--- src/rtl/branch_resolve_queue_pkg.sv ---
// branch_resolve_queue_pkg: shared address width and prediction-entry layout for the resolve queue.
package branch_resolve_queue_pkg;
  localparam int IM_ADDR_BIT = 10;
  localparam int ENTRY_W = 3 * IM_ADDR_BIT + 1;
  // Entry packs as {pc, pc_4, hit, guess}; offsets are in bits from the LSB.
  function automatic int entry_w(input int aw);
    return 3 * aw + 1;
  endfunction
  function automatic int hit_lsb(input int aw);
    return aw;
  endfunction
  function automatic int pc4_lsb(input int aw);
    return aw + 1;
  endfunction
  function automatic int pc_lsb(input int aw);
    return 2 * aw + 1;
  endfunction
endpackage

--- src/rtl/branch_resolve_queue_fifo_mem.sv ---
// brq_fifo_mem: DEPTH x W prediction storage, one write port and a combinational head read (never cleared).
module brq_fifo_mem #(
  parameter int W = 31,
  parameter int DEPTH = 4
) (
  input  logic                     clk,
  input  logic                     i_we,
  input  logic [$clog2(DEPTH)-1:0] i_waddr,
  input  logic [W-1:0]             i_wdata,
  input  logic [$clog2(DEPTH)-1:0] i_raddr,
  output logic [W-1:0]             o_rdata
);
  logic [W-1:0] r_mem [DEPTH];
  always_ff @(posedge clk)
    if (i_we) r_mem[i_waddr] <= i_wdata;
  assign o_rdata = r_mem[i_raddr];
endmodule

--- src/rtl/branch_resolve_queue.sv ---
// branch_resolve_queue: in-order FIFO of fetch predictions, resolved against execute to build table write-back and redirects.
// Optional statistics counters are enabled by defining BRQ_STATS_EN.
module branch_resolve_queue
  import branch_resolve_queue_pkg::*;
#(
  parameter int ADDR_W = IM_ADDR_BIT,
  parameter int DEPTH = 4
) (
  input  logic                     clk,
  input  logic                     rst,
  input  logic                     en,
  input  logic                     push,
  input  logic [ADDR_W-1:0]        push_pc,
  input  logic [ADDR_W-1:0]        push_pc_4,
  input  logic                     push_hit,
  input  logic [ADDR_W-1:0]        push_guess,
  input  logic                     resolve,
  input  logic                     res_taken,
  input  logic [ADDR_W-1:0]        res_target,
  output logic                     full,
  output logic                     empty,
  output logic [$clog2(DEPTH):0]   count,
  output logic                     w_en,
  output logic                     succeed,
  output logic [ADDR_W-1:0]        pc_before_g,
  output logic [ADDR_W-1:0]        g_addr,
  output logic                     redirect,
  output logic [ADDR_W-1:0]        redirect_addr
`ifdef BRQ_STATS_EN
  ,
  output logic [15:0]              stat_resolved,
  output logic [15:0]              stat_mispred
`endif
);
  localparam int EW = entry_w(ADDR_W);
  localparam int PW = $clog2(DEPTH);
  localparam int CW = PW + 1;

  logic [PW-1:0]     r_rd_ptr, r_wr_ptr;
  logic [CW-1:0]     r_count;
  logic [EW-1:0]     w_head;
  logic [ADDR_W-1:0] w_h_pc, w_h_pc4, w_h_guess, w_actual;
  logic              w_h_hit, w_res_ok, w_push_ok, w_mis, w_flush;

  brq_fifo_mem #(.W(EW), .DEPTH(DEPTH)) u_mem (
    .clk     (clk),
    .i_we    (w_push_ok & ~w_flush),
    .i_waddr (r_wr_ptr),
    .i_wdata ({push_pc, push_pc_4, push_hit, push_guess}),
    .i_raddr (r_rd_ptr),
    .o_rdata (w_head)
  );

  assign w_h_pc    = w_head[pc_lsb(ADDR_W) +: ADDR_W];
  assign w_h_pc4   = w_head[pc4_lsb(ADDR_W) +: ADDR_W];
  assign w_h_hit   = w_head[hit_lsb(ADDR_W)];
  assign w_h_guess = w_head[ADDR_W-1:0];

  assign full      = r_count == CW'(DEPTH);
  assign empty     = r_count == '0;
  assign count     = r_count;
  assign w_res_ok  = en & resolve & ~empty;
  // A resolving slot frees space this cycle, so push is legal even when full.
  assign w_push_ok = en & push & (~full | w_res_ok);
  assign w_actual  = res_taken ? res_target : w_h_pc4;
  assign w_mis     = w_actual != w_h_guess;
  assign w_flush   = w_res_ok & w_mis;

  always_ff @(posedge clk or posedge rst) begin
    if (rst) begin
      r_rd_ptr      <= '0;
      r_wr_ptr      <= '0;
      r_count       <= '0;
      w_en          <= 1'b0;
      succeed       <= 1'b0;
      pc_before_g   <= '0;
      g_addr        <= '0;
      redirect      <= 1'b0;
      redirect_addr <= '0;
    end else begin
      w_en     <= 1'b0;
      redirect <= 1'b0;
      if (w_res_ok) begin
        w_en          <= w_h_hit | res_taken;
        succeed       <= res_taken;
        pc_before_g   <= w_h_pc;
        g_addr        <= res_target;
        redirect      <= w_mis;
        redirect_addr <= w_actual;
      end
      // Mispredict drops every younger entry, including a same-cycle wrong-path push.
      if (w_flush) begin
        r_rd_ptr <= '0;
        r_wr_ptr <= '0;
        r_count  <= '0;
      end else begin
        if (w_push_ok) r_wr_ptr <= r_wr_ptr + PW'(1);
        if (w_res_ok) r_rd_ptr <= r_rd_ptr + PW'(1);
        r_count <= r_count + CW'(w_push_ok) - CW'(w_res_ok);
      end
    end
  end

`ifdef BRQ_STATS_EN
  always_ff @(posedge clk or posedge rst) begin
    if (rst) begin
      stat_resolved <= '0;
      stat_mispred  <= '0;
    end else begin
      if (w_res_ok && stat_resolved != 16'hFFFF) stat_resolved <= stat_resolved + 16'd1;
      if (w_flush && stat_mispred != 16'hFFFF) stat_mispred <= stat_mispred + 16'd1;
    end
  end
`endif
endmodule

--- config.mk ---
export PLATFORM = sky130hd
export DESIGN_NAME = branch_resolve_queue
export DESIGN_NICKNAME = d
export VERILOG_FILES = /design/src/rtl/branch_resolve_queue_pkg.sv /design/src/rtl/branch_resolve_queue_fifo_mem.sv /design/src/rtl/branch_resolve_queue.sv
export SDC_FILE = /design/constraint.sdc
export NUM_CORES = 1
export LEC_CHECK = 0
export BUFFER_PORTS_ARGS = -buffer_cell sky130_fd_sc_hd__clkbuf_2
export CAP_MARGIN = 0
export CORE_MARGIN = 5
export CORE_UTILIZATION = 47
export CTS_BUF_LIST = sky130_fd_sc_hd__clkbuf_8
export DETAILED_ROUTE_END_ITERATION = 8
export GPL_TIMING_DRIVEN = 0
export PLACE_DENSITY = 0.71
export SLEW_MARGIN = 20
export SYNTH_ARGS = -nofsm -noshare
export SYNTH_HDL_FRONTEND = slang
export SYNTH_SLANG_ARGS = --single-unit
--- constraint.sdc ---
create_clock -name clk -period 3.35 [get_ports clk]
set_input_delay 0.335 -clock clk [delete_from_list [all_inputs] [get_ports clk]]
set_output_delay 0.335 -clock clk [all_outputs]
set_load 0.01 [all_outputs]
==> run summary, run 1 <==
crit path DAT - 3040 ps
Crit-path slowest cell - nor4_4
combinational fraction of design power - 20.9%
top cells by area, synth - edfxtp_1 (58%), dfrtp_1 (16%), mux4_2 (9.1%), mux2_2 (3.5%), mux2i_1 (2.0%)
actual slew at the worst max-slew pin - 873 ps
Initial Util - 48.2%
worst-path fanout max - 10
CTS Sinks - 164
Net Count, Synth - 385
Post-synth EDFFs - 124
final RePlAce weighted congestion - 0.767
DP Cell Count - 597
Reg power frac - 53.9%
fraction of layout cells with a size suffix above 1 - 41.8%
critical path depth - 10
Synth area leader - edfxtp_1
CP bufs+invs - 3
largest net degree at the start of global routing - 24
Setup crit end kind - flop
Setup WS post-layout - 455 ps
netlist area before placement - 0.00641 mm2
Slew headroom - 41.8%
main combinational cell family by area after synthesis - multiplexers
clock skew - 12.1 ps
Layout Cells excl Fill - 638
DRC - 0
worst path cell trace - buf_6, buf_4, nor2_1, a22oi_1, o21ai_1, xnor2_1, nor4_4, a21oi_4, nor2_4, buf_4
register area - 0.00472 mm2
CP Class - reg -> reg
flop-to-flop setup slack - 450 ps
Synth warnings - 0
initial antenna violation count - 0
Synth Area in Compound Gates - 2.20%
Primary FF master, synth - edfxtp_1
die width - 127 um
Post-DP HPWL - 8770 um
Crit path top cell by count - buf_4
area grow syn2layout - 19.3%
Antenna Violating Nets Remaining - 0
post-synthesis simple-gate area fraction - 3.76%
Int Pwr - 3.60 mW
vias per inst - 5.22
Die Y - 127 um
sw power - 1.42 mW
P_leak - 2.81 nW
Setup violations, final - 0
GRT Total Usage - 16.8%
Place WS - 43.1 ps
ANT cells - 0
Post-Synthesis Cells - 332
area of the multi-input gates - 0.00160 mm2
Final Critical Period - 2900 ps
CP max stage delay - 390 ps
asr flop ratio synth - 24.4%
setup TNS - 0 ps
HP Class - in -> reg
FF+latch count, synth - 164
Switching Fraction - 28.3%
min-delay src - push_pc_4[2]
Tot Pwr - 5.02 mW
Rows - 42
share of synthesized area spent on multiplexers - 15.6%
PwrDens - 657 mW/mm2
core area - 0.0133 mm2
Detailed Routing Iterations Pass 1 - 4
clk_lat worst skew - 440 ps
most frequent cells in the layout - edfxtp_1 (124), clkbuf_2 (84), dfrtp_1 (40)
Peak VDD IR - 0.470 mV
most common cell after layout, fill and taps aside - edfxtp_1
TritonCTS clock tree - yes
hold path depth - 1
final wirelength - 12600 um
final hold vios - 0
first-iteration detailed-routing DRC count - 184
sequential area share after synthesis - 73.6%
Fmax - 345 MHz
Reg-to-Reg Start - r_rd_ptr[0]$_DFFE_PP0P_
Max-Cap Viols - 0
worst r2r dst - u_mem.r_mem[0][11]$_DFFE_PP_
Crit path max-delay family - simple AND/OR/NAND/NOR gates
Min-Delay Endpoint - u_mem.r_mem[1][13]$_DFFE_PP_
clock power share - 25.1%
status - completed
Filler cells - 1031
Worst R2R Path Depth - 10
H-tree depth - 4
count of different cell masters after synthesis - 39
total congestion overflow - 0
final slew viol count - 0
Adder-Cell Fraction of Synth Area - 1.29%
die area - 0.0161 mm2
Reg clk slew, reported paths - 90 ps
number of buffers created by CTS - 17
mean post-synth cell area - 19.3 um2
WL/cell - 19.8 um
hold_ws - 102 ps
element type at the critical path start - flop
via count - 3333
# nets final - 502
PostCTS Resize Cnt - 0
vias in the first global route - 3524
CTS Buffer Depth - 2
period utilisation layout - 86.4%
IO Pins - 85
RSZ-0062 raised after global routing - no
PortBufs - 84
Post-Synth XOR/XNOR Area - 1.77%
Synth top area share - 58.0%
Worst Path Required - 3500 ps
global-route wire length before repair - 19800 um
root buf cell - clkbuf_8
## sequential cells by signal, summed over array words and instances (netlist names)
| register | count |
|---|---|
| u_mem.r_mem | 124 |
| g_addr | 10 |
| pc_before_g | 10 |
| redirect_addr | 10 |
| count | 3 |
| r_rd_ptr | 2 |
| r_wr_ptr | 2 |
| redirect | 1 |
| succeed | 1 |
| w_en | 1 |
## metal layers
layer  share of wire (%)  wire length (um)  global-route usage [%]  vias to the layer above
li1                    -                 -                       -                     1516
met1                  41              5190                    21.3                     1709
met2                  51              6400                    27.5                      100
met3                 7.4               931                    6.26                        8
met4                0.97               123                    4.54                        0
met5                   0                 0                       0                        -
## logic make-up after synthesis
group | count (synthesis)
adder cells (fa/ha/maj) | 6
AO/OA/AOI/OAI | 23
flip-flops | 164
AND/OR/NAND/NOR | 44
buffers and inverters | 20
multiplexers | 62
XOR/XNOR | 13
## per-stage QoR
stage	cell area (um2)	util (%)
2_1_floorplan	6410	-
3_3_place_gp	7060	53.1
3_5_place_dp	7210	54.2
4_1_cts	7560	56.9
5_1_grt	7650	57.5
6_report	7650	57.5
## cells in the mapped netlist, drive strengths merged, types with 2 or more instances
library cell  number
nor3b              2
o21ai             15
inv                6
edfxtp           124
nor3               2
clkbuf             6
mux2i             15
mux2              20
nor2b              3
xor2               5
ha                 5
nor2              13
dfrtp             40
a21oi              2
mux4              27
a22oi              4
xnor2              8
nand2             20
buf                8
## layout make-up
class / count / area share [%]
Sequential cell: 164 / 61.8
Multi-Input combinational cell: 148 / 21.0
Timing Repair Buffer: 98 / 8.44
Clock buffer: 17 / 3.06
Tap cell: 176 / 2.88
Clock inverter: 15 / 1.50
Buffer: 14 / 1.11
Inverter: 6 / 0.294
## power by group through the flow
stage	Clock (mW)	Sequential (mW)	Combinational (mW)
2_1_floorplan	0	2.82	0.481
3_3_place_gp	0	2.75	0.972
3_5_place_dp	0	2.76	1.05
4_1_cts	1.30	2.71	1.05
5_1_grt	1.40	2.75	1.15
6_report	1.26	2.71	1.05
## how the worst max path moves through the flow
| stage | from | endpoint |
|---|---|---|
| 2_1_floorplan | r_rd_ptr[0]$_DFFE_PP0P_ | u_mem.r_mem[0][0]$_DFFE_PP_ |
| 3_3_place_gp | r_rd_ptr[0]$_DFFE_PP0P_ | u_mem.r_mem[2][29]$_DFFE_PP_ |
| 3_5_place_dp | r_rd_ptr[0]$_DFFE_PP0P_ | u_mem.r_mem[2][27]$_DFFE_PP_ |
| 4_1_cts | r_rd_ptr[0]$_DFFE_PP0P_ | u_mem.r_mem[2][11]$_DFFE_PP_ |
| 5_1_grt | r_rd_ptr[0]$_DFFE_PP0P_ | u_mem.r_mem[0][11]$_DFFE_PP_ |
| 6_report | r_rd_ptr[0]$_DFFE_PP0P_ | u_mem.r_mem[0][11]$_DFFE_PP_ |
## repair_timing
| item | 4_1_cts | 5_1_grt |
|---|---|---|
| setup endpoints to repair | 0 | 75 |
| hold buffers | 1 | 0 |
| hold endpoints to repair | 22 | 0 |
| buffers inserted | 0 | 8 |
(Power assumes the default switching activity.)
==> run 2: changes to the inputs <==
--- a/config.mk
+++ b/config.mk
@@ -10,3 +10,3 @@
 export CORE_MARGIN = 5
-export CORE_UTILIZATION = 47
+export CORE_UTILIZATION = 55
 export CTS_BUF_LIST = sky130_fd_sc_hd__clkbuf_8
@@ -14,3 +14,3 @@
 export GPL_TIMING_DRIVEN = 0
-export PLACE_DENSITY = 0.71
+export PLACE_DENSITY = 0.81
 export SLEW_MARGIN = 20
--- a/constraint.sdc
+++ b/constraint.sdc
@@ -3,2 +3,2 @@
 set_output_delay 0.335 -clock clk [all_outputs]
-set_load 0.01 [all_outputs]
+set_load 0.02 [all_outputs]
==> run summary, run 2 (synthesis gave the netlist of run 1 again) <==
final slew viol count - 0
global-route wire length before repair - 18700 um
largest net degree at the start of global routing - 29
clock skew - 11.8 ps
TritonCTS clock tree - yes
Layout Cells excl Fill - 597
first-iteration detailed-routing DRC count - 167
Reg power frac - 51.3%
Hold-fix buffers, CTS - 1
Switching Fraction - 29.6%
# nets final - 494
Peak VDD IR - 0.488 mV
Reg clk slew, reported paths - 80 ps
status - completed
clk_lat worst skew - 450 ps
Max-Cap Viols - 0
H-tree depth - 4
IO Pins - 85
Slew headroom - 46.3%
total congestion overflow - 0
via count - 3247
final RePlAce weighted congestion - 0.767
Final Critical Period - 3030 ps
final wirelength - 11800 um
die area - 0.0139 mm2
Worst Path Required - 3500 ps
GRT Total Usage - 17.9%
die width - 118 um
area grow syn2layout - 17.6%
sw power - 1.57 mW
largest register by flop count - u_mem.r_mem
initial antenna violation count - 0
crit path DAT - 3180 ps
root buf cell - clkbuf_8
P_leak - 2.77 nW
Setup violations, final - 0
clock power share - 26.5%
fraction of layout cells with a size suffix above 1 - 41.0%
vias in the first global route - 3552
combinational fraction of design power - 22.2%
DRC - 0
max reg flops - 124
final hold vios - 0
PwrDens - 701 mW/mm2
Antenna Violating Nets Remaining - 0
RSZ-0062 raised after global routing - no
CTS Buffer Depth - 2
Setup crit end kind - flop
vias per inst - 5.44
setup bufs post-CTS - 0
DP Cell Count - 564
element type at the critical path start - flop
PostCTS Resize Cnt - 0
Detailed Routing Iterations Pass 1 - 4
CTS Sinks - 164
Initial Util - 56.2%
HP Class - in -> reg
worst-path fanout max - 24
PortBufs - 84
CP Class - reg -> reg
Die Y - 118 um
core area - 0.0114 mm2
ANT cells - 0
Rows - 39
Post-DP HPWL - 8200 um
most frequent cells in the layout - edfxtp_1 (124), clkbuf_2 (84), dfrtp_1 (40)
WL/cell - 19.7 um
actual slew at the worst max-slew pin - 805 ps
Filler cells - 786
period utilisation layout - 90.5%
number of buffers created by CTS - 17
most common cell after layout, fill and taps aside - edfxtp_1
Fmax - 330 MHz
Int Pwr - 3.72 mW
Tot Pwr - 5.29 mW
==> run 2: final timing paths <==
path,start,end,slack (ps),depth (start not counted)
min,push_pc_4[6],u_mem.r_mem[2][17]$_DFFE_PP_,100,1
min in group asynchronous,rst,count[1]$_DFF_PP0_,360,3
min reg2reg,redirect_addr[8]$_DFFE_PP0P_,redirect_addr[8]$_DFFE_PP0P_,490,2
max in group asynchronous,rst,pc_before_g[8]$_DFFE_PP0P_,2530,4
max reg2reg,r_rd_ptr[1]$_DFFE_PP0P_,u_mem.r_mem[1][28]$_DFFE_PP_,320,9
max,r_rd_ptr[1]$_DFFE_PP0P_,u_mem.r_mem[1][28]$_DFFE_PP_,320,9
==> run 2: power groups by stage <==
stage / clock network (mW) / logic, mW / registers, mW
floorplan: 0 / 0.491 / 2.98
global placement: 0 / 1.13 / 2.74
detailed placement: 0 / 1.19 / 2.76
CTS: 1.44 / 1.20 / 2.71
global route: 1.53 / 1.29 / 2.75
finish: 1.40 / 1.18 / 2.71
==> run 2: routing by layer <==
metal	vias to the layer above	GRT usage, %	part of all wire (%)
met4	0	5.95	0.81
li1	1508	-	-
met1	1630	21.4	40
met2	95	30.3	52
met5	-	0	0
met3	14	6.49	6.3
==> run 2: stage by stage <==
step / setup WS, ps / setup TNS [ps] / utilization (%) / area [um2] / hold slack [ps]
floorplan: 293 / 0 / - / 6410 / 434
global placement: -527 / -64410 / 61.4 / 7010 / 463
detailed placement: 314 / 0 / 62.5 / 7130 / 281
CTS: 276 / 0 / 66.1 / 7540 / 67.0
global route: 130 / 0 / 66.1 / 7540 / 67.0
finish: 319 / 0 / 66.1 / 7540 / 100
==> run 2: worst max-delay path: stages (launching register included) <==
cell and delay (ps):
dfrtp_1 340, buf_2 280, buf_2 330, mux4_2 390, xor2_1 150, nand4_1 180
nor3_4 250, a21oi_4 190, nor2_4 350, buf_12 240
==> run 2: final cells by class <==
class / count / area [um2] / area share, %
Sequential cell: 164 / 4720 / 62.6
Buffer: 14 / 85.1 / 1.13
Clock inverter: 15 / 165 / 2.19
Timing Repair Buffer: 90 / 531 / 7.03
Inverter: 6 / 22.5 / 0.299
Clock buffer: 17 / 234 / 3.10
Tap cell: 143 / 179 / 2.37
Multi-Input combinational cell: 148 / 1600 / 21.2
